`src/rtl/riscv_pipe_pkg.sv`:
```
//============================================================================
// Module      : riscv_pipe_pkg
// Description : Shared pipeline definitions for the ID/EX boundary.
//               Holds the control bundle width, the bit position of every
//               control flag, the ALU operation codes and the bubble
//               control word.
//               Control bundle layout, MSB first:
//               {regwrite, memread, memwrite, memtoreg, alusrc, aluop[3:0]}
// Revision    : 1.0 - initial release
//============================================================================
`default_nettype none

package riscv_pipe_pkg;

    localparam int CTRL_W        = 9;

    // Bit positions inside the control bundle
    localparam int CTRL_REGWRITE = 8;
    localparam int CTRL_MEMREAD  = 7;
    localparam int CTRL_MEMWRITE = 6;
    localparam int CTRL_MEMTOREG = 5;
    localparam int CTRL_ALUSRC   = 4;
    localparam int CTRL_ALUOP    = 0;
    localparam int CTRL_ALUOP_W  = 4;

    // ALU operation codes carried in aluop
    localparam logic [CTRL_ALUOP_W-1:0] ALUOP_ADD    = 4'd0;
    localparam logic [CTRL_ALUOP_W-1:0] ALUOP_SUB    = 4'd1;
    localparam logic [CTRL_ALUOP_W-1:0] ALUOP_RTYPE  = 4'd2;
    localparam logic [CTRL_ALUOP_W-1:0] ALUOP_ITYPE  = 4'd3;
    localparam logic [CTRL_ALUOP_W-1:0] ALUOP_BRANCH = 4'd4;

    // Bubble control word: no write, no memory access
    localparam logic [CTRL_W-1:0] CTRL_NOP = '0;

    // Register-index geometry
    localparam int               REG_ADDR_W = 5;
    localparam logic [4:0]       REG_ZERO   = 5'd0;

endpackage

`default_nettype wire

```
`src/rtl/loaduse_detect.sv`:
```
//============================================================================
// Module      : loaduse_detect
// Description : Combinational load-use hazard detector. Flags the case
//               where the instruction in EX is a load whose destination
//               is read by the valid instruction currently in ID.
//               x0 is never a hazard because it is hardwired to zero.
// Ports       : i_id_valid      - ID holds a real instruction
//               i_id_uses_rs2   - ID instruction reads rs2
//               i_id_rs1/rs2    - ID source register indices
//               i_ex_valid      - EX holds a real instruction
//               i_ex_memread    - EX instruction is a load
//               i_ex_rd         - EX destination register index
//               o_lu            - load-use hazard present
// Revision    : 1.0 - initial release
//============================================================================
`default_nettype none

module loaduse_detect
    import riscv_pipe_pkg::*;
(
    input  logic                  i_id_valid,
    input  logic                  i_id_uses_rs2,
    input  logic [REG_ADDR_W-1:0] i_id_rs1,
    input  logic [REG_ADDR_W-1:0] i_id_rs2,
    input  logic                  i_ex_valid,
    input  logic                  i_ex_memread,
    input  logic [REG_ADDR_W-1:0] i_ex_rd,
    output logic                  o_lu
);

    logic w_ex_is_load;
    logic w_rs1_match;
    logic w_rs2_match;

    assign w_ex_is_load = i_ex_valid & i_ex_memread & (i_ex_rd != REG_ZERO);
    assign w_rs1_match  = (i_ex_rd == i_id_rs1);
    // rs2 only matters for instruction formats that actually read it
    assign w_rs2_match  = i_id_uses_rs2 & (i_ex_rd == i_id_rs2);

    assign o_lu = i_id_valid & w_ex_is_load & (w_rs1_match | w_rs2_match);

endmodule

`default_nettype wire

```
`src/rtl/idex_stage.sv`:
```
//============================================================================
// Module      : idex_stage
// Description : ID/EX pipeline register with load-use stall generation,
//               flush and global hold. Edge priority:
//               reset > flush > hold > load-use bubble > normal load.
//               Optional performance counters enabled by the macro
//               IDEX_PERF_CNT_EN; when undefined the counter ports read 0.
// Ports       : in_clk, in_rst            - clock, sync active-high reset
//               in_flush                  - kill instruction entering EX
//               in_hold                   - freeze all state
//               in_id_*                   - decoded ID instruction
//               out_ex_*                  - registered ID/EX contents
//               out_stall                 - load-use stall to PC and IF/ID
//               out_loaduse_cnt           - load-use bubbles inserted
//               out_flush_cnt             - flush edges seen
// Revision    : 1.0 - initial release
//============================================================================
`default_nettype none

module idex_stage #(
    parameter int XLEN   = 32,
    parameter int CTRL_W = riscv_pipe_pkg::CTRL_W
) (
    input  logic              in_clk,
    input  logic              in_rst,
    input  logic              in_flush,
    input  logic              in_hold,
    input  logic              in_id_valid,
    input  logic              in_id_uses_rs2,
    input  logic [XLEN-1:0]   in_id_pc,
    input  logic [XLEN-1:0]   in_id_rs1_data,
    input  logic [XLEN-1:0]   in_id_rs2_data,
    input  logic [XLEN-1:0]   in_id_imm,
    input  logic [4:0]        in_id_rs1,
    input  logic [4:0]        in_id_rs2,
    input  logic [4:0]        in_id_rd,
    input  logic [CTRL_W-1:0] in_id_ctrl,
    output logic              out_ex_valid,
    output logic [XLEN-1:0]   out_ex_pc,
    output logic [XLEN-1:0]   out_ex_rs1_data,
    output logic [XLEN-1:0]   out_ex_rs2_data,
    output logic [XLEN-1:0]   out_ex_imm,
    output logic [4:0]        out_ex_rs1,
    output logic [4:0]        out_ex_rs2,
    output logic [4:0]        out_ex_rd,
    output logic [CTRL_W-1:0] out_ex_ctrl,
    output logic              out_stall,
    output logic [15:0]       out_loaduse_cnt,
    output logic [15:0]       out_flush_cnt
);

    logic              r_ex_valid;
    logic [XLEN-1:0]   r_ex_pc;
    logic [XLEN-1:0]   r_ex_rs1_data;
    logic [XLEN-1:0]   r_ex_rs2_data;
    logic [XLEN-1:0]   r_ex_imm;
    logic [4:0]        r_ex_rs1;
    logic [4:0]        r_ex_rs2;
    logic [4:0]        r_ex_rd;
    logic [CTRL_W-1:0] r_ex_ctrl;

    logic w_lu;
    logic w_bubble;
    logic w_load;

    loaduse_detect u_loaduse_detect (
        .i_id_valid    (in_id_valid),
        .i_id_uses_rs2 (in_id_uses_rs2),
        .i_id_rs1      (in_id_rs1),
        .i_id_rs2      (in_id_rs2),
        .i_ex_valid    (r_ex_valid),
        .i_ex_memread  (r_ex_ctrl[riscv_pipe_pkg::CTRL_MEMREAD]),
        .i_ex_rd       (r_ex_rd),
        .o_lu          (w_lu)
    );

    // A flush already removes the offending load's consumer path, so the
    // stall is suppressed and the front end may advance to the new target.
    assign out_stall = w_lu & ~in_flush;

    // Flush wins over hold. Otherwise, with hold released, a hazard or an
    // invalid ID slot both load an all-zero entry: zero rd/rs1/rs2 can
    // never match a forwarding path or write the register file.
    assign w_bubble = in_flush | (~in_hold & (w_lu | ~in_id_valid));
    assign w_load   = ~in_hold;

    always_ff @(posedge in_clk) begin
        if (in_rst) begin
            r_ex_valid    <= 1'b0;
            r_ex_pc       <= '0;
            r_ex_rs1_data <= '0;
            r_ex_rs2_data <= '0;
            r_ex_imm      <= '0;
            r_ex_rs1      <= '0;
            r_ex_rs2      <= '0;
            r_ex_rd       <= '0;
            r_ex_ctrl     <= '0;
        end else if (w_bubble) begin
            r_ex_valid    <= 1'b0;
            r_ex_pc       <= '0;
            r_ex_rs1_data <= '0;
            r_ex_rs2_data <= '0;
            r_ex_imm      <= '0;
            r_ex_rs1      <= '0;
            r_ex_rs2      <= '0;
            r_ex_rd       <= '0;
            r_ex_ctrl     <= '0;
        end else if (w_load) begin
            r_ex_valid    <= in_id_valid;
            r_ex_pc       <= in_id_pc;
            r_ex_rs1_data <= in_id_rs1_data;
            r_ex_rs2_data <= in_id_rs2_data;
            r_ex_imm      <= in_id_imm;
            r_ex_rs1      <= in_id_rs1;
            r_ex_rs2      <= in_id_rs2;
            r_ex_rd       <= in_id_rd;
            r_ex_ctrl     <= in_id_ctrl;
        end
    end

    assign out_ex_valid    = r_ex_valid;
    assign out_ex_pc       = r_ex_pc;
    assign out_ex_rs1_data = r_ex_rs1_data;
    assign out_ex_rs2_data = r_ex_rs2_data;
    assign out_ex_imm      = r_ex_imm;
    assign out_ex_rs1      = r_ex_rs1;
    assign out_ex_rs2      = r_ex_rs2;
    assign out_ex_rd       = r_ex_rd;
    assign out_ex_ctrl     = r_ex_ctrl;

`ifdef IDEX_PERF_CNT_EN
    logic [15:0] r_loaduse_cnt;
    logic [15:0] r_flush_cnt;

    // A flush is counted even under hold; a load-use bubble only happens
    // (and is only counted) when neither flush nor hold is active.
    always_ff @(posedge in_clk) begin
        if (in_rst) begin
            r_loaduse_cnt <= 16'h0000;
            r_flush_cnt   <= 16'h0000;
        end else if (in_flush) begin
            if (r_flush_cnt != 16'hFFFF) begin
                r_flush_cnt <= r_flush_cnt + 16'd1;
            end
        end else if (!in_hold && w_lu) begin
            if (r_loaduse_cnt != 16'hFFFF) begin
                r_loaduse_cnt <= r_loaduse_cnt + 16'd1;
            end
        end
    end

    assign out_loaduse_cnt = r_loaduse_cnt;
    assign out_flush_cnt   = r_flush_cnt;
`else
    assign out_loaduse_cnt = 16'h0000;
    assign out_flush_cnt   = 16'h0000;
`endif

endmodule

`default_nettype wire

```
`config.mk`:
```
export PLATFORM = sky130hd
export DESIGN_NAME = idex_stage
export DESIGN_NICKNAME = d
export VERILOG_FILES = /design/src/rtl/riscv_pipe_pkg.sv /design/src/rtl/loaduse_detect.sv /design/src/rtl/idex_stage.sv
export SDC_FILE = /design/constraint.sdc
export NUM_CORES = 1
export LEC_CHECK = 0
export CAP_MARGIN = 20
export CORE_AREA = 2 2 100 199
export DETAILED_ROUTE_END_ITERATION = 10
export DIE_AREA = 0 0 102 201
export GPL_ROUTABILITY_DRIVEN = 0
export MAX_ROUTING_LAYER = met4
export PLACE_DENSITY = 0.72
export SYNTH_ARGS = -nofsm -noshare
export SYNTH_HDL_FRONTEND = slang
export SYNTH_SLANG_ARGS = --single-unit
```
`constraint.sdc`:
```
create_clock -name in_clk -period 2.22 [get_ports in_clk]
set_input_delay 0.333 -clock in_clk [delete_from_list [all_inputs] [get_ports in_clk]]
set_output_delay 0.333 -clock in_clk [all_outputs]
set_load 0.1 [all_outputs]
```
==> results.ini <==
[clock_tree]
cts_tree=yes
clock_tree.root_cell=clkbuf_16
clock_path_buffers=2
htree_levels=4
cts-hold-fix-buffers=0
cts_buffers=17
clock-sinks=153
clock_latency_ns=0.43
clk_pin_slew_ns=0.06

[global_routing]
groute.usage.overall=0.2099
grt_pass1_wl_mm=33.40
antenna_found_initial=0
grt-ovfl-total=0
grt_max_degree=80
first_global_vias=6417

[yosys]
synth.largest_area_cell=dfxtp_1
synth_top_cell_area_share=0.4665
synth_async_sr_flop_share=0
synth-main-ff-cell=dfxtp_1
yosys_warnings=0
syn_area_per_cell_sq_um=8.767
yosysSeqAreaShare=0.4665
synth_seq_cells=153
synth_cells=749
synth_area_sq_um=6566
synth_edf_count=0
synth_top_cells_by_area=dfxtp_1 (47%), a32oi_1 (20%), nand2_1 (8.8%)
ys_types=22

[pwr]
p_leak_nw=3.867
p_per_area_nw_per_um2=764.5
ir_drop_v=0.0005259
p_total_mw=7.802

[setup_path]
path_buf_inv=2
critPathMaxFanout=3
critPathArrivalTime_ns=1.82
start_kind=input pin
crit_family=buffers and inverters
endpoint_kind=primary output
cp_slowest_cell=clkdlybuf4s50_1
required_ns=1.89
crit_chain=clkdlybuf4s50_1 > xnor2_2 > nand3_2 > o22ai_4 > nor3b_4 > buf_12
critPathKind=in -> out
max_stage_delay_ns=0.54

[sta]
period_minus_slack_ns=2.156
hold_viol=0
setup_viol=0
finClkSkew_ns=0.007188
fin_hold_ws_ns=0.2526
rsz0062_at_grt=no
period_share=0.9711
layout_setup_ws_ns=0.06407
slew_viol_final=0
timing.fmax_ghz=0.4638

[detailed_routing]
met2WireLength_mm=10.46
finalWirelength_mm=21.97
met1_length_mm=8.894
drt_first_pass_iters=4
vias=6877
viasPerCell=5.306
ant_nets=0
met3_length_mm=2.162
wire_per_inst_microns=16.95
top_layer=met4
first_iter_violations=244
drcViolationCount=0

[final_layout]
final_nets=1182
fin_area_sq_um=10200
finish.utilization=0.5343
final_cell_mix=buf_4 (169), nand2_1 (154), clkdlybuf4s50_1 (154)
mostFrequentLayoutCell=buf_4
multi_input_area_sq_um=3070
area_growth_syn_to_layout_pct=55.41
drive_gt1_frac=0.2247
diodes=0
fill_cells=1760
regArea_sq_um=3083

[die]
rows=72
ios=344
die_h_microns=201
core_area_sq_um=19100
start_util=0.3438
die_area_sq_um=20500
die_x_microns=102

[worst_hold_path]
hold_path.class=in -> reg

[job]
drv_cap=0

[place]
port_buffers=311
pre_cts_slack_ns=-0.04369
hpwl_mm=15.03
place_area_sq_um=9517

[run_status]
status=complete, no violations

## kinds of logic (layout without fill, tap and decap cells)
kind of cell / count (synthesis) / in the layout / synth area share
simple gates: 161 / 161 / 0.09775
other cells: 1 / 32 / 0.0005711
flops: 153 / 153 / 0.4665
xor+xnor: 10 / 10 / 0.01334
buf+inv: 115 / 372 / 0.09546
compound gates: 308 / 308 / 0.3249
mux: 1 / 1 / 0.001524
## synthesized netlist by cell type (2+ instances only)
master,instances
buf_6,8
nor3b_1,2
clkbuf_1,65
buf_2,9
o21ai_0,104
o21ai_1,48
buf_4,33
nand2_1,154
dfxtp_1,153
xnor2_1,10
a32oi_1,152
## sequential cells by signal (all words and copies together) (netlist names)
name / cells
out_ex_rs1_data: 32
out_ex_rs2_data: 32
out_ex_rs1: 5
out_ex_rd: 5
out_ex_ctrl: 9
out_ex_rs2: 5
out_ex_valid: 1
out_ex_pc: 32
out_ex_imm: 32
## final timing paths
| path | depth (start not counted) | slack, ns | startpoint | end |
|---|---|---|---|---|
| worst max register to register | 6 | 0.19 | out_ex_rd[0]$_SDFFE_PP0N_ | out_ex_rs2_data[10]$_SDFFE_PP0N_ |
| worst max-delay path | 6 | 0.06 | in_id_rs1[2] | out_stall |
| worst min-delay path | 3 | 0.25 | in_id_rs1[1] | out_ex_rs1[1]$_SDFFE_PP0N_ |
| worst min register to register | 2 | 0.47 | out_ex_rs2_data[0]$_SDFFE_PP0N_ | out_ex_rs2_data[0]$_SDFFE_PP0N_ |
## metrics by stage
step                      instances  setup TNS, ns
after floorplan                 780        -0.2096
after global placement         1261        -0.2394
after detailed placement       1261        -0.7881
after CTS                      1295              0
after global routing           1296              0
final                          1296              0
## timing repair
action	in CTS	in global routing
setup endpoints to repair	1	4
endpoints found under the hold margin	0	0
cloned	0	0
pin swaps	2	3
gates resized for setup	2	9
buffers inserted	2	1
## worst min-delay path: cells and delay by family
family          cells  cell delay (ns)
compound gates      1             0.06
buf+inv             1             0.17
simple gates        1             0.07
## where the power goes
group          leakage [nW]  switching [mW]  total [mW]  internal, mW
clock                 0.300            1.21        3.02          1.81
sequential             1.25          0.0731        2.93          2.85
combinational          2.32            1.35        1.85         0.505
## cell type report
cell class	count	area share
sequential	153	0.3021
clock inverter	13	0.01655
tap	259	0.03176
clock buffer	19	0.04340
multi-input combinational	512	0.3009
timing repair buffer	340	0.3053
## routing by layer
metal / GRT usage / up-vias
met5: - / -
li1: - / 3314
met3: 0.06685 / 27
met1: 0.2478 / 3181
met4: 0.07333 / 0
met2: 0.3332 / 355
Note: power is estimated with default switching activity, not from simulation.
